## src/rtl/fibo_pkg.sv

```systemverilog
// Shared types, defaults and helpers for the Fibonacci sequence engine.
package fibo_pkg;

  typedef enum logic [2:0] {
    IDLE,
    SEED0,
    SEED1,
    RUN,
    DONE
  } state_t;

  localparam int DEF_WIDTH = 8;
  localparam int DEF_REGS  = 4;

  function automatic int clog2(input int value);
    int result;
    result = 0;
    for (int i = 0; i < 31; i++) begin
      if ((1 << i) < value) result = i + 1;
    end
    return result;
  endfunction

endpackage

```

## src/rtl/fibo_regfile.sv

```systemverilog
// REGS x WIDTH register file: one synchronous write port, two combinational
// read ports, contents cleared asynchronously by rst.
module fibo_regfile
  import fibo_pkg::*;
#(
  parameter int WIDTH = DEF_WIDTH,
  parameter int REGS  = DEF_REGS,
  parameter int PW    = clog2(REGS)
) (
  input  logic             clk,
  input  logic             rst,
  input  logic             we,
  input  logic [PW-1:0]    waddr,
  input  logic [WIDTH-1:0] wdata,
  input  logic [PW-1:0]    raddr_a,
  input  logic [PW-1:0]    raddr_b,
  output logic [WIDTH-1:0] rdata_a,
  output logic [WIDTH-1:0] rdata_b
);

  logic [WIDTH-1:0] mem [REGS];

  always_ff @(posedge clk or posedge rst) begin
    if (rst) begin
      for (int unsigned i = 0; i < REGS; i++) mem[i] <= '0;
    end else if (we) begin
      mem[waddr] <= wdata;
    end
  end

  assign rdata_a = mem[raddr_a];
  assign rdata_b = mem[raddr_b];

endmodule

```

## src/rtl/fibo_seq_engine.sv

```systemverilog
// Self-sequencing Fibonacci generator: controller, rotating-pointer register
// file, carry-detecting adder with optional saturation, registered outputs.
module fibo_seq_engine
  import fibo_pkg::*;
#(
  parameter int WIDTH   = DEF_WIDTH,
  parameter int REGS    = DEF_REGS,
  parameter int NTERM_W = 4,
  parameter int SAT     = 0
) (
  input  logic               clk,
  input  logic               rst,
  input  logic               start,
  input  logic [NTERM_W-1:0] n_terms,
  input  logic [WIDTH-1:0]   seed0,
  input  logic [WIDTH-1:0]   seed1,
  output logic               busy,
  output logic               done,
  output logic               term_valid,
  output logic [WIDTH-1:0]   term,
  output logic [NTERM_W-1:0] term_idx,
  output logic               zero_flag,
  output logic               overflow
);

  localparam int PW = clog2(REGS);

  state_t             state, state_d;
  logic [NTERM_W-1:0] cnt, ridx, ridx_d;
  logic [WIDTH-1:0]   s0_q, s1_q;
  logic [PW-1:0]      wp, wp_d;
  logic               latch;

  logic               we;
  logic [PW-1:0]      waddr;
  logic [WIDTH-1:0]   wdata;
  logic [WIDTH-1:0]   rd_a, rd_b;
  logic [WIDTH:0]     sum;
  logic [WIDTH-1:0]   res;

  logic               busy_d, done_d, tv_d, zf_d, ov_d;
  logic [WIDTH-1:0]   term_d;
  logic [NTERM_W-1:0] idx_d;

  fibo_regfile #(
    .WIDTH(WIDTH),
    .REGS (REGS),
    .PW   (PW)
  ) u_regfile (
    .clk    (clk),
    .rst    (rst),
    .we     (we),
    .waddr  (waddr),
    .wdata  (wdata),
    .raddr_a(wp - PW'(1)),
    .raddr_b(wp - PW'(2)),
    .rdata_a(rd_a),
    .rdata_b(rd_b)
  );

  // Saturated operands carry again on every later add, so saturation persists.
  assign sum = {1'b0, rd_a} + {1'b0, rd_b};
  assign res = ((SAT != 0) && sum[WIDTH]) ? '1 : sum[WIDTH-1:0];

  always_ff @(posedge clk or posedge rst) begin
    if (rst) state <= IDLE;
    else     state <= state_d;
  end

  always_comb begin
    state_d = state;
    latch   = 1'b0;
    wp_d    = wp;
    ridx_d  = ridx;
    we      = 1'b0;
    waddr   = wp;
    wdata   = res;
    busy_d  = busy;
    done_d  = 1'b0;
    tv_d    = 1'b0;
    term_d  = term;
    idx_d   = term_idx;
    ov_d    = overflow;
    unique case (state)
      IDLE: begin
        if (start) begin
          latch  = 1'b1;
          ov_d   = 1'b0;
          wp_d   = PW'(2);
          ridx_d = NTERM_W'(2);
          if (n_terms == '0) begin
            state_d = DONE;
          end else begin
            state_d = SEED0;
            busy_d  = 1'b1;
          end
        end
      end
      SEED0: begin
        we      = 1'b1;
        waddr   = '0;
        wdata   = s0_q;
        tv_d    = 1'b1;
        term_d  = s0_q;
        idx_d   = '0;
        state_d = (cnt == NTERM_W'(1)) ? DONE : SEED1;
      end
      SEED1: begin
        we      = 1'b1;
        waddr   = PW'(1);
        wdata   = s1_q;
        tv_d    = 1'b1;
        term_d  = s1_q;
        idx_d   = NTERM_W'(1);
        state_d = (cnt == NTERM_W'(2)) ? DONE : RUN;
      end
      RUN: begin
        we     = 1'b1;
        tv_d   = 1'b1;
        term_d = res;
        idx_d  = ridx;
        wp_d   = wp + PW'(1);
        ridx_d = ridx + NTERM_W'(1);
        if (sum[WIDTH]) ov_d = 1'b1;
        if (ridx == cnt - NTERM_W'(1)) state_d = DONE;
      end
      DONE: begin
        done_d  = 1'b1;
        busy_d  = 1'b0;
        state_d = IDLE;
      end
      default: state_d = IDLE;
    endcase
    zf_d = tv_d ? (term_d == '0) : zero_flag;
  end

  always_ff @(posedge clk or posedge rst) begin
    if (rst) begin
      cnt  <= '0;
      s0_q <= '0;
      s1_q <= '0;
      wp   <= PW'(2);
      ridx <= NTERM_W'(2);
    end else begin
      if (latch) begin
        cnt  <= n_terms;
        s0_q <= seed0;
        s1_q <= seed1;
      end
      wp   <= wp_d;
      ridx <= ridx_d;
    end
  end

  always_ff @(posedge clk or posedge rst) begin
    if (rst) begin
      busy       <= 1'b0;
      done       <= 1'b0;
      term_valid <= 1'b0;
      term       <= '0;
      term_idx   <= '0;
      zero_flag  <= 1'b0;
      overflow   <= 1'b0;
    end else begin
      busy       <= busy_d;
      done       <= done_d;
      term_valid <= tv_d;
      term       <= term_d;
      term_idx   <= idx_d;
      zero_flag  <= zf_d;
      overflow   <= ov_d;
    end
  end

endmodule

```

## config.mk

```make
export PLATFORM = sky130hd
export DESIGN_NAME = fibo_seq_engine
export DESIGN_NICKNAME = d
export VERILOG_FILES = /design/src/rtl/fibo_pkg.sv /design/src/rtl/fibo_regfile.sv /design/src/rtl/fibo_seq_engine.sv
export SDC_FILE = /design/constraint.sdc
export NUM_CORES = 1
export LEC_CHECK = 0
export CELL_PAD_IN_SITES_DETAIL_PLACEMENT = 1
export CELL_PAD_IN_SITES_GLOBAL_PLACEMENT = 2
export CORE_ASPECT_RATIO = 0.75
export CORE_MARGIN = 2
export CORE_UTILIZATION = 38
export CTS_BUF_LIST = sky130_fd_sc_hd__clkbuf_16
export DETAILED_ROUTE_END_ITERATION = 7
export PLACE_DENSITY_LB_ADDON = 0.3
export SLEW_MARGIN = 20
export SYNTH_ARGS = -nofsm -noshare
export SYNTH_HDL_FRONTEND = slang
export SYNTH_SLANG_ARGS = --single-unit
```

## constraint.sdc

```tcl
create_clock -name clk -period 4.09 [get_ports clk]
set_input_delay 0.409 -clock clk [delete_from_list [all_inputs] [get_ports clk]]
set_output_delay 0.409 -clock clk [all_outputs]
set_load 0.01 [all_outputs]
```

==> run_results.csv <==
group,metric,value,unit
worst_setup_path,crit_type,"register to register",
clock_network,clock-root-buffer,"clkbuf_16",
global_routing,grt_use_total,20.3,%
place,numPortBuffers,39,
clock_network,post_cts_resized,0,
worst_setup_path,cp_cell_sequence,"mux4_2, ha_1, fa_1, a21oi_1, o21bai_1, xnor2_1, o21ai_0, or4_1, o41ai_2",
run,maxCapViolations,0,
worst_setup_path,cp_slowest_cell,"dfrtp_1",
floorplan,dieArea,0.0118,sq mm
yosys,async_reset_ff_share,100,%
yosys,synth_xor_xnor_area_share,2.53,%
sta,max-slew-margin-rel,32.7,%
sta,worst_pin_slew,1010,ps
yosys,synth_edf_count,0,
clock_network,path_clk_slew,60,ps
yosys,yosysSeqAreaShare,47.1,%
detailed_routing,vias,3175,
clock_network,clockBufferDepth,2,
sta,finalCritPeriodShare,88.7,%
sta,setup_ws,462,ps
worst_hold_path,hp-class,"register to register",
yosys,ys_seq_elements,78,
finish,nFillCells,1172,
yosys,netlist_area,0.00415,sq mm
detailed_routing,via_per_inst,5.63,
sta,setup_viol,0,
global_routing,grt_max_degree,52,
finish,layout.cells.most_common,"dfrtp_1",
worst_setup_path,end_kind,"register",
yosys,postSynthNetCount,417,
global_routing,grt_pass1_vias,3297,
yosys,yosys.area_share.simple,10.5,%
place,dpl_worst_slack,510,ps
finish,antenna_cells,0,
yosys,ys.flop_type,"dfrtp_1",
finish,drive_above_1_share,17.0,%
status,outcome,"complete, no violations",
floorplan,io_pins,40,
place,place.detailed.hpwl,8.27,mm
global_routing,grt_pass1_wl,18.3,mm
finish,final_cell_mix,"dfrtp_1, clkdlybuf4s50_1, nand2_1, nor2_1, o21ai_0",
finish,regArea,0.00195,sq mm
yosys,synth_fa_ha_area_share,4.10,%
floorplan,fp.dieW,125,microns
detailed_routing,drcViolationCount,0,
clock_network,clk_latency,340,ps
clock_network,cts.sinks,78,
worst_setup_path,crit_required,4330,ps
global_routing,gr-total-overflow,0,
finish,nNetsFinal,455,
clock_network,postCtsSetupBuffers,0,
finish,area_growth,20.2,%
clock_network,cts_buffers,9,
worst_setup_path,critical_path.max_fanout,7,
detailed_routing,detail_route.wl_per_cell,19.9,microns
worst_setup_path,arrival,3860,ps
worst_setup_path,startpoint_type,"register",
floorplan,dieHeight,94.5,microns
sta,rsz0062_at_grt,"no",
sta,fin_crit,3630,ps
yosys,synthMuxAreaShare,16.4,%
worst_setup_path,path_delay_family,"compound AO/OA/AOI/OAI gates",
sta,hold_violations,0,
sta,fin_skew,10.6,ps
yosys,ys_types,59,
floorplan,core,0.0108,sq mm
yosys,synth_cells,381,
yosys,synth_area_per_cell,10.9,sq um
clock_network,htree_levels,3,
detailed_routing,dr.pass1.iters,4,
yosys,synth_top_family_by_area,"multiplexers",
yosys,ys_warn_count,0,
detailed_routing,drtIter0Drc,140,
worst_setup_path,cpPeakStageDelay,590,ps
sta,final_max_slew_viol_count,0,
yosys,synth-compound-area-share,16.0,%
detailed_routing,postRouteAntennaNets,0,
floorplan,row_count,33,
sta,max_freq,276,MHz
global_routing,antenna_found_initial,0,
sta,setup_tns,0,ps
detailed_routing,wl,11.2,mm
finish,multi_input_area,0.00205,sq mm
place,routabilityCongestion,0.796,
floorplan,start_util,38.5,%
clock_network,cts_tree,"built",
worst_setup_path,cp_num_buf_inv,0,
clock_network,cts_hold_buf,0,
## logic make-up after synthesis
| group | count (synthesis) |
|---|---|
| and+or+nand+nor | 97 |
| muxes | 45 |
| xor gates and xnor gates | 12 |
| buffers and inverters | 34 |
| DFF | 78 |
| AOI/OAI and AO/OA | 102 |
| adders and majority gates | 13 |
## worst min-delay path: stages (launching register included)
cell and delay (ps):
dfrtp_1 340, a31oi_1 50, nor2_1 70
## cell type report
cell class                 count  share of cell area, %
tap                          140                   3.51
inverter                      13                   1.00
clock inverter                 7                   1.45
timing repair buffer          48                   9.18
sequential                    78                   39.2
clock buffer                   9                   4.51
multi-input combinational    269                   41.2
## final timing paths
| check | startpoint | to | slack (ps) | cells past startpoint |
|---|---|---|---|---|
| worst max-delay path | wp[0] | zero_flag | 460 | 9 |
| worst min-delay path | busy | busy | 500 | 2 |
| worst max register to register | wp[0] | zero_flag | 460 | 9 |
| worst min register to register | busy | busy | 500 | 2 |
| max in group asynchronous | rst | u_regfile.mem[28] | 2660 | 3 |
| min in group asynchronous | rst | s1_q[4] | 540 | 2 |
## state kept, by name, summed over array words and instances, names as in the netlist
name,count
busy,1
cnt,4
done,1
overflow,1
ridx,4
s0_q,8
s1_q,8
state,3
term,8
term_idx,4
term_valid,1
u_regfile.mem,32
wp,2
zero_flag,1
## stage by stage
stage                     instance area, sq um  hold WS, ps  instances  utilization, %
after floorplan                           4150          461        381               -
after global placement                    4690          480        548            43.5
after detailed placement                  4690          482        548            43.5
after CTS                                 4990          498        564            46.3
after global routing                      4990          530        564            46.3
final                                     4990          497        564            46.3
## synthesized netlist by cell type, types with 3 or more instances
cell type  instances  area [sq um]
dfrtp_1           76          1900
nand2_1           37           139
nor2_1            30           113
o21ai_0           28           140
a21oi_1           27           135
mux2_2            25           282
mux4_2            16           360
ha_1              12           150
inv_1             12          45.0
clkbuf_1          11          41.3
a22o_1             7          61.3
xnor2_1            7          61.3
nand3_1            6          30.0
nand2b_1           5          31.3
nor3_1             5          25.0
o22ai_1            5          31.3
xor2_1             5          43.8
a21o_1             4          30.0
a221oi_1           4          35.0
buf_1              4          15.0
buf_2              4          20.0
mux2i_1            4          40.0
nor4_1             3          18.8
## routing by layer
metal	share of wire, %	vias up	GRT usage, %
met4	1.7	0	6.74
met1	51	1630	29.2
met5	0	-	0
met2	44	50	30.8
met3	2.9	18	4.19
li1	-	1477	-
Power is left out: the tool's default activity adds up to more than one toggle a clock period on the data nets, which glitch-free logic cannot reach.
